<file path="src/rtl/alu_arbiter_pkg.sv">
// rtl/alu_arbiter_pkg.sv - shared ALU opcode encodings
package alu_arbiter_pkg;

   typedef enum logic [1:0] {
      ADD_OP = 2'd0,
      SUB_OP = 2'd1,
      XOR_OP = 2'd2,
      SLT_OP = 2'd3
   } alu_op_e;

endpackage

</file>
<file path="src/rtl/alu_arbiter_alu.sv">
// rtl/alu_arbiter_alu.sv - combinational ALU: add, sub, xor, signed set-less-than, equality
module alu
   import alu_arbiter_pkg::*;
#(
   parameter int WIDTH = 32
) (
   input  logic [1:0]       op_i,
   input  logic [WIDTH-1:0] a_i,
   input  logic [WIDTH-1:0] b_i,
   output logic [WIDTH-1:0] result_o,
   output logic             eq_o
);

   always_comb begin
      result_o = '0;
      case (op_i)
         ADD_OP:  result_o = a_i + b_i;
         SUB_OP:  result_o = a_i - b_i;
         XOR_OP:  result_o = a_i ^ b_i;
         SLT_OP:  result_o = {{(WIDTH-1){1'b0}}, ($signed(a_i) < $signed(b_i))};
         default: result_o = '0;
      endcase
      eq_o = (a_i == b_i);
   end

endmodule

</file>
<file path="src/rtl/alu_arbiter.sv">
// rtl/alu_arbiter.sv - two-requester round-robin front end sharing one ALU, per-requester response registers
module alu_arbiter
   import alu_arbiter_pkg::*;
#(
   parameter int WIDTH = 32
) (
   input  logic             clk,
   input  logic             reset,
   input  logic             req0_valid,
   output logic             req0_ready,
   input  logic [1:0]       req0_op,
   input  logic [WIDTH-1:0] req0_a,
   input  logic [WIDTH-1:0] req0_b,
   input  logic             req1_valid,
   output logic             req1_ready,
   input  logic [1:0]       req1_op,
   input  logic [WIDTH-1:0] req1_a,
   input  logic [WIDTH-1:0] req1_b,
   output logic             rsp0_valid,
   input  logic             rsp0_ready,
   output logic [WIDTH-1:0] rsp0_result,
   output logic             rsp0_eq,
   output logic             rsp1_valid,
   input  logic             rsp1_ready,
   output logic [WIDTH-1:0] rsp1_result,
   output logic             rsp1_eq
);

   typedef enum logic {
      IDLE = 1'b0,
      EXEC = 1'b1
   } state_e;

   state_e           state_q, state_d;
   logic             last_q, last_d;
   logic [1:0]       op_q, op_d;
   logic [WIDTH-1:0] a_q, a_d, b_q, b_d;
   logic             id_q, id_d;
   logic             rsp0_valid_q, rsp0_valid_d, rsp1_valid_q, rsp1_valid_d;
   logic [WIDTH-1:0] rsp0_result_q, rsp0_result_d, rsp1_result_q, rsp1_result_d;
   logic             rsp0_eq_q, rsp0_eq_d, rsp1_eq_q, rsp1_eq_d;

   logic             elig0, elig1, win, accept, wr0, wr1;
   logic [WIDTH-1:0] alu_result;
   logic             alu_eq;

   alu #(.WIDTH(WIDTH)) u_alu (
      .op_i     (op_q),
      .a_i      (a_q),
      .b_i      (b_q),
      .result_o (alu_result),
      .eq_o     (alu_eq)
   );

   always_comb begin
      // A requester is eligible only if its response slot is free or being drained this cycle
      elig0      = req0_valid && (!rsp0_valid_q || rsp0_ready);
      elig1      = req1_valid && (!rsp1_valid_q || rsp1_ready);
      win        = (elig0 && elig1) ? ~last_q : elig1;
      req0_ready = !reset && (state_q == IDLE) && elig0 && !win;
      req1_ready = !reset && (state_q == IDLE) && elig1 && win;
      accept     = req0_ready || req1_ready;

      state_d = state_q;
      last_d  = last_q;
      op_d    = op_q;
      a_d     = a_q;
      b_d     = b_q;
      id_d    = id_q;
      case (state_q)
         IDLE: begin
            if (accept) begin
               state_d = EXEC;
               last_d  = req1_ready;
               id_d    = req1_ready;
               op_d    = req1_ready ? req1_op : req0_op;
               a_d     = req1_ready ? req1_a  : req0_a;
               b_d     = req1_ready ? req1_b  : req0_b;
            end
         end
         EXEC:    state_d = IDLE;
         default: state_d = IDLE;
      endcase

      // A fresh write beats a same-cycle consume so the new result is never lost
      wr0 = (state_q == EXEC) && !id_q;
      wr1 = (state_q == EXEC) &&  id_q;
      rsp0_valid_d  = wr0 ? 1'b1 : (rsp0_ready ? 1'b0 : rsp0_valid_q);
      rsp1_valid_d  = wr1 ? 1'b1 : (rsp1_ready ? 1'b0 : rsp1_valid_q);
      rsp0_result_d = wr0 ? alu_result : rsp0_result_q;
      rsp1_result_d = wr1 ? alu_result : rsp1_result_q;
      rsp0_eq_d     = wr0 ? alu_eq : rsp0_eq_q;
      rsp1_eq_d     = wr1 ? alu_eq : rsp1_eq_q;
   end

   always_ff @(posedge clk) begin
      if (reset) begin
         state_q       <= IDLE;
         last_q        <= 1'b1;
         op_q          <= '0;
         a_q           <= '0;
         b_q           <= '0;
         id_q          <= 1'b0;
         rsp0_valid_q  <= 1'b0;
         rsp1_valid_q  <= 1'b0;
         rsp0_result_q <= '0;
         rsp1_result_q <= '0;
         rsp0_eq_q     <= 1'b0;
         rsp1_eq_q     <= 1'b0;
      end else begin
         state_q       <= state_d;
         last_q        <= last_d;
         op_q          <= op_d;
         a_q           <= a_d;
         b_q           <= b_d;
         id_q          <= id_d;
         rsp0_valid_q  <= rsp0_valid_d;
         rsp1_valid_q  <= rsp1_valid_d;
         rsp0_result_q <= rsp0_result_d;
         rsp1_result_q <= rsp1_result_d;
         rsp0_eq_q     <= rsp0_eq_d;
         rsp1_eq_q     <= rsp1_eq_d;
      end
   end

   assign rsp0_valid  = rsp0_valid_q;
   assign rsp1_valid  = rsp1_valid_q;
   assign rsp0_result = rsp0_result_q;
   assign rsp1_result = rsp1_result_q;
   assign rsp0_eq     = rsp0_eq_q;
   assign rsp1_eq     = rsp1_eq_q;

endmodule
</file>
<file path="config.mk">
export PLATFORM = sky130hd
export DESIGN_NAME = alu_arbiter
export DESIGN_NICKNAME = d
export VERILOG_FILES = /design/src/rtl/alu_arbiter_pkg.sv /design/src/rtl/alu_arbiter_alu.sv /design/src/rtl/alu_arbiter.sv
export SDC_FILE = /design/constraint.sdc
export NUM_CORES = 1
export LEC_CHECK = 0
export ABC_AREA = 1
export CELL_PAD_IN_SITES_DETAIL_PLACEMENT = 1
export CELL_PAD_IN_SITES_GLOBAL_PLACEMENT = 2
export CORE_UTILIZATION = 25
export CTS_CLUSTER_SIZE = 12
export DETAILED_ROUTE_END_ITERATION = 12
export PLACE_DENSITY = 0.76
export SLEW_MARGIN = 10
export SYNTH_ARGS = -nofsm -noshare
export SYNTH_HDL_FRONTEND = slang
export SYNTH_HIERARCHICAL = 1
export SYNTH_SLANG_ARGS = --single-unit
</file>
<file path="constraint.sdc">
create_clock -name clk -period 1.9 [get_ports clk]
set_clock_uncertainty 0.05 [all_clocks]
set_input_delay 0.38 -clock clk [delete_from_list [all_inputs] [get_ports clk]]
set_output_delay 0.38 -clock clk [all_outputs]
set_load 0.02 [all_outputs]
</file>
==> results.txt <==
----------------------------------------------------
[Synthesis]
  Total number of yosys warnings ... 6
  Combinational family with the most area after synthesis ... simple AND/OR/NAND/NOR gates
  Number of cells produced by synthesis ... 2002
  Netlist area before placement ... 11400 µm²
  Complex-gate fraction of the synthesized area ... 11.0%
  Adder-cell share of the synthesized area ... 7.24%
  Simple-gate share of the synthesized area ... 42.4%
  Mux cell area share after synthesis ... 0%
  Count of cell types in the netlist ... 43
  Async set-or-reset flop fraction in the synthesized netlist ... 0%
  Most used DFF post-synth ... dfxtp_1
  Syn_nets ... 2205
  Share of the yosys chip area belonging to registers ... 24.0%
  Synthesized flop and latch total ... 137
  Xor/xnor cell area share of the yosys netlist ... 1.15%
  Mapped Avg Cell Area ... 5.71 µm²
  Number of enable-type register cells in the synthesized netlist ... 0

[Setup path]
  Worst reg-to-reg path cell count ... 16
  Critical Path Max Stage Delay ... 370 ps
  Total buffers and inverters traversed by the critical path ... 3
  CP arrival ... 2590 ps
  Reg-to-reg critical path startpoint ... a_q[0]
  CP max FO ... 5
  Critical Path Start Type ... flip-flop
  Required time at the endpoint of the critical path ... 2220 ps
  Ordered cell list for the critical path ... inv_4, ha_4, inv_2, fa_2, nand3_2, nand3_4, nand3_1, nand3_2, buf_4, nand3_4, nand2_1, nand3_1, nand3_1, nand2_2, nand2_2, a21oi_2
  Reg-to-reg setup timing slack ... -370 ps
  Total number of cells along the worst setup path ... 16
  Crit path max-delay family ... simple AND/OR/NAND/NOR gates
  Worst setup path class ... flip-flop to flip-flop
  Critical Path Sink Type ... flip-flop
  Cell repeated most along the worst path ... nand3_1
  Master of the slowest instance on the critical path ... dfxtp_4
  Worst R2R End ... rsp1_result[28]

[Routing]
  Detailed-route wire length per cell ... 18.1 µm
  Violation count after the first detailed-routing iteration ... 600
  Remaining design rule violation count ... 0
  Pre-antenna DRT Iters ... 4
  Routed WL ... 56100 µm
  DRT antenna net count ... 0
  Detailed-route vias per instance ... 4.69
  Vias after detailed routing ... 14500

[Clocking]
  Hold buffers post-CTS ... 0
  Max H-tree Level ... 4
  Root buffer selected by CTS ... clkbuf_16
  Clk_lat worst skew ... 450 ps
  Number of buffers created by CTS ... 17
  TritonCTS sink count ... 137
  CTS tree ... done
  Clock slew at reported path FFs ... 60 ps
  CTS Buffer Depth ... 2

[Power and ir drop]
  Portion of total power attributed to sequential cells ... 21.4%
  Switching power ... 6.51 mW
  Proportion of power drawn by the clock network ... 20.2%
  Total power divided by cell area ... 772 nW/µm²
  Leakage power summed over all cells ... 9.60 nW
  Share of total power in combinational logic ... 58.4%
  Worst ir drop on vdd ... 0.000679 V
  Sw Share ... 41.9%
  Internal power component ... 9.02 mW

[Global route]
  Pin count of the biggest net entering global routing ... 105
  Vias in the first global route ... 15000
  Wire length of the first global-routing pass ... 85300 µm
  Global-route congestion overflow total ... 0
  Antenna violations before repair ... 0
  Total routing resource utilization after global routing ... 23.6%

[Floorplanning]
  Die span in x ... 216 µm
  # IOs ... 208
  Die area ... 46600 µm²
  Core Rows ... 78
  Floorplan die height ... 216 µm
  Standard cell core area ... 45300 µm²
  Starting utilization of the core area ... 25.3%

[Finish]
  Filler Cell Count ... 5716
  Share of post-route cells with drive strength above 1 ... 38.2%
  P&R area growth vs syn ... 75.8%
  Register Area ... 2810 µm²
  Final std cell area, no fill ... 20100 µm²
  Fin cells ... 3103
  Number of nets in the layout ... 2693
  Footprint of the multi-input gates ... 9520 µm²
  ANT cells ... 0

[Timing]
  Period Utilization, post-route ... 120%
  Slew of the pin with the lowest slew margin ... 494 ps
  Summed negative setup slack over all endpoints ... -12820 ps
  Worst path setup slack after routing ... -371 ps
  Final critical-path required period ... 2270 ps
  Setup-failing EPs final ... 58
  Maximum achievable frequency ... 0.440 GHz
  Final number of max-transition violations ... 0
  Hold violation total from the final report ... 0
  Setup repair after global routing missed its margin ... true
  Tightest slew margin relative to the limit ... 67.1%

[Placement]
  Instance area at placement ... 16200 µm²
  Buffers on Ports ... 207
  Detailed placer's ending HPWL ... 43400 µm
  Post-Place Cells ... 3005
  Final weighted congestion in routability-driven placement ... 0.884
  Pre-CTS WS ... -707 ps

[Outcome]
  Failing checks ... setup timing
  Status ... finished, violations left

[Hold path]
  Startpoint of the tightest hold check path ... rsp1_ready
  Min-Delay Path Class ... input port to flip-flop
  Worst Hold Endpoint ... rsp1_valid
  Number of instances on the worst hold path ... 5

[Run]
  Max-cap viol count ... 0

----------------------------------------------------
-- logic make-up (layout without fill, tap and decap cells) --
group	count (synthesis)	in the layout
AND/OR/NAND/NOR	1139	1139
buffers and inverters	406	907
AO/OA/AOI/OAI	240	240
flip-flops	137	137
adder cells (fa/ha/maj)	65	65
XOR/XNOR	15	15
-- per-stage QoR --
step / total power, mW / hold WS, ps / util, %
2_1_floorplan: 6.51 / 407 / -
3_3_place_gp: 9.66 / 402 / 35.8
3_5_place_dp: 9.78 / 409 / 35.8
4_1_cts: 14.5 / 415 / 41.9
5_1_grt: 16.4 / 325 / 44.4
6_report: 15.5 / 304 / 44.4
-- per-layer routing --
metal	global-route usage, %	up-vias	wire length, µm
met1	32.2	6951	27000
met2	38.8	252	26400
met4	6.90	0	1190
met5	0	-	0
li1	-	7278	-
met3	2.78	61	1490
-- synth_stat cells, types with 2 or more instances --
cell type | number | area, µm²
a21o_1 | 3 | 22.5
a21oi_1 | 185 | 926
and2_1 | 5 | 31.3
and3_1 | 2 | 12.5
buf_1 | 4 | 15.0
buf_2 | 36 | 180
buf_4 | 5 | 37.5
buf_6 | 5 | 56.3
clkbuf_1 | 43 | 161
dfxtp_1 | 137 | 2740
fa_1 | 2 | 40.0
ha_1 | 63 | 788
inv_1 | 304 | 1140
inv_2 | 7 | 26.3
nand2_1 | 715 | 2680
nand2_2 | 5 | 31.3
nand3_1 | 166 | 831
nand3_2 | 5 | 50.1
nand3b_1 | 2 | 15.0
nand4_1 | 80 | 500
nor2_1 | 132 | 495
nor2_2 | 7 | 43.8
nor2_4 | 3 | 33.8
nor3_1 | 8 | 40.0
nor3_2 | 2 | 20.0
nor4_1 | 3 | 18.8
o21a_1 | 2 | 15.0
o21ai_0 | 32 | 160
o21ai_1 | 3 | 15.0
o21bai_1 | 4 | 30.0
o221ai_1 | 7 | 61.3
xor2_1 | 14 | 123
-- worst max path at each step --
stage | from | to | slack (ps)
3_5_place_dp | b_q[9] | rsp0_result[22] | -710
4_1_cts | a_q[0] | rsp0_result[22] | -350
6_report | a_q[0] | rsp1_result[28] | -370
3_3_place_gp | b_q[9] | rsp1_result[22] | -680
2_1_floorplan | a_q[0] | rsp0_result[22] | -40
5_1_grt | a_q[0] | rsp0_result[10] | -480
-- power by group through the flow --
stage / registers, mW / clock network [mW] / logic [mW]
2_1_floorplan: 3.40 / 0 / 3.11
3_3_place_gp: 3.31 / 0 / 6.34
3_5_place_dp: 3.33 / 0 / 6.45
4_1_cts: 3.31 / 3.19 / 8.04
5_1_grt: 3.35 / 3.33 / 9.77
6_report: 3.32 / 3.13 / 9.08
-- what timing repair did --
item,4_1_cts,5_1_grt
setup endpoints to repair,69,85
gates resized for setup,566,241
pin swaps,168,100
cloned,0,3
buffers inserted,38,31
-- sequential cells by signal (all words and copies together), names as in the netlist, 2 cells and up --
signal / count
b_q: 32
op_q: 2
a_q: 32
rsp0_result: 32
rsp1_result: 32
-- tightest hold or removal path: cells and delay by family --
family,cells,cell delay (ps)
and+or+nand+nor,1,50
AOI/OAI and AO/OA,1,50
buffers and inverters,3,280
-- cells in the final DEF (no fill, tap or decap), types with 30 or more instances in the layout --
cell	netlist	layout
a21oi_2	1	30
buf_4	5	269
dfxtp_1	137	90
inv_2	7	64
ha_4	0	34
a21oi_1	185	143
nand3_2	5	34
nand2_4	1	50
nand3_1	166	121
nor2_1	132	68
clkdlybuf4s50_1	0	191
nand4_1	80	80
nand2_2	5	143
dfxtp_2	0	42
nor2_2	7	32
nor2_4	3	42
buf_6	5	69
nand2_1	715	524
inv_1	304	236
-- layout make-up --
cell class | count | area share, %
clock buffers | 24 | 2.35
multi-input cells | 1459 | 47.3
clock inverters | 8 | 0.355
well taps | 600 | 3.73
repair buffers | 563 | 26.3
flip-flops and latches | 137 | 14.0
inverters | 312 | 5.97
Power figures use the tool's default switching activity.
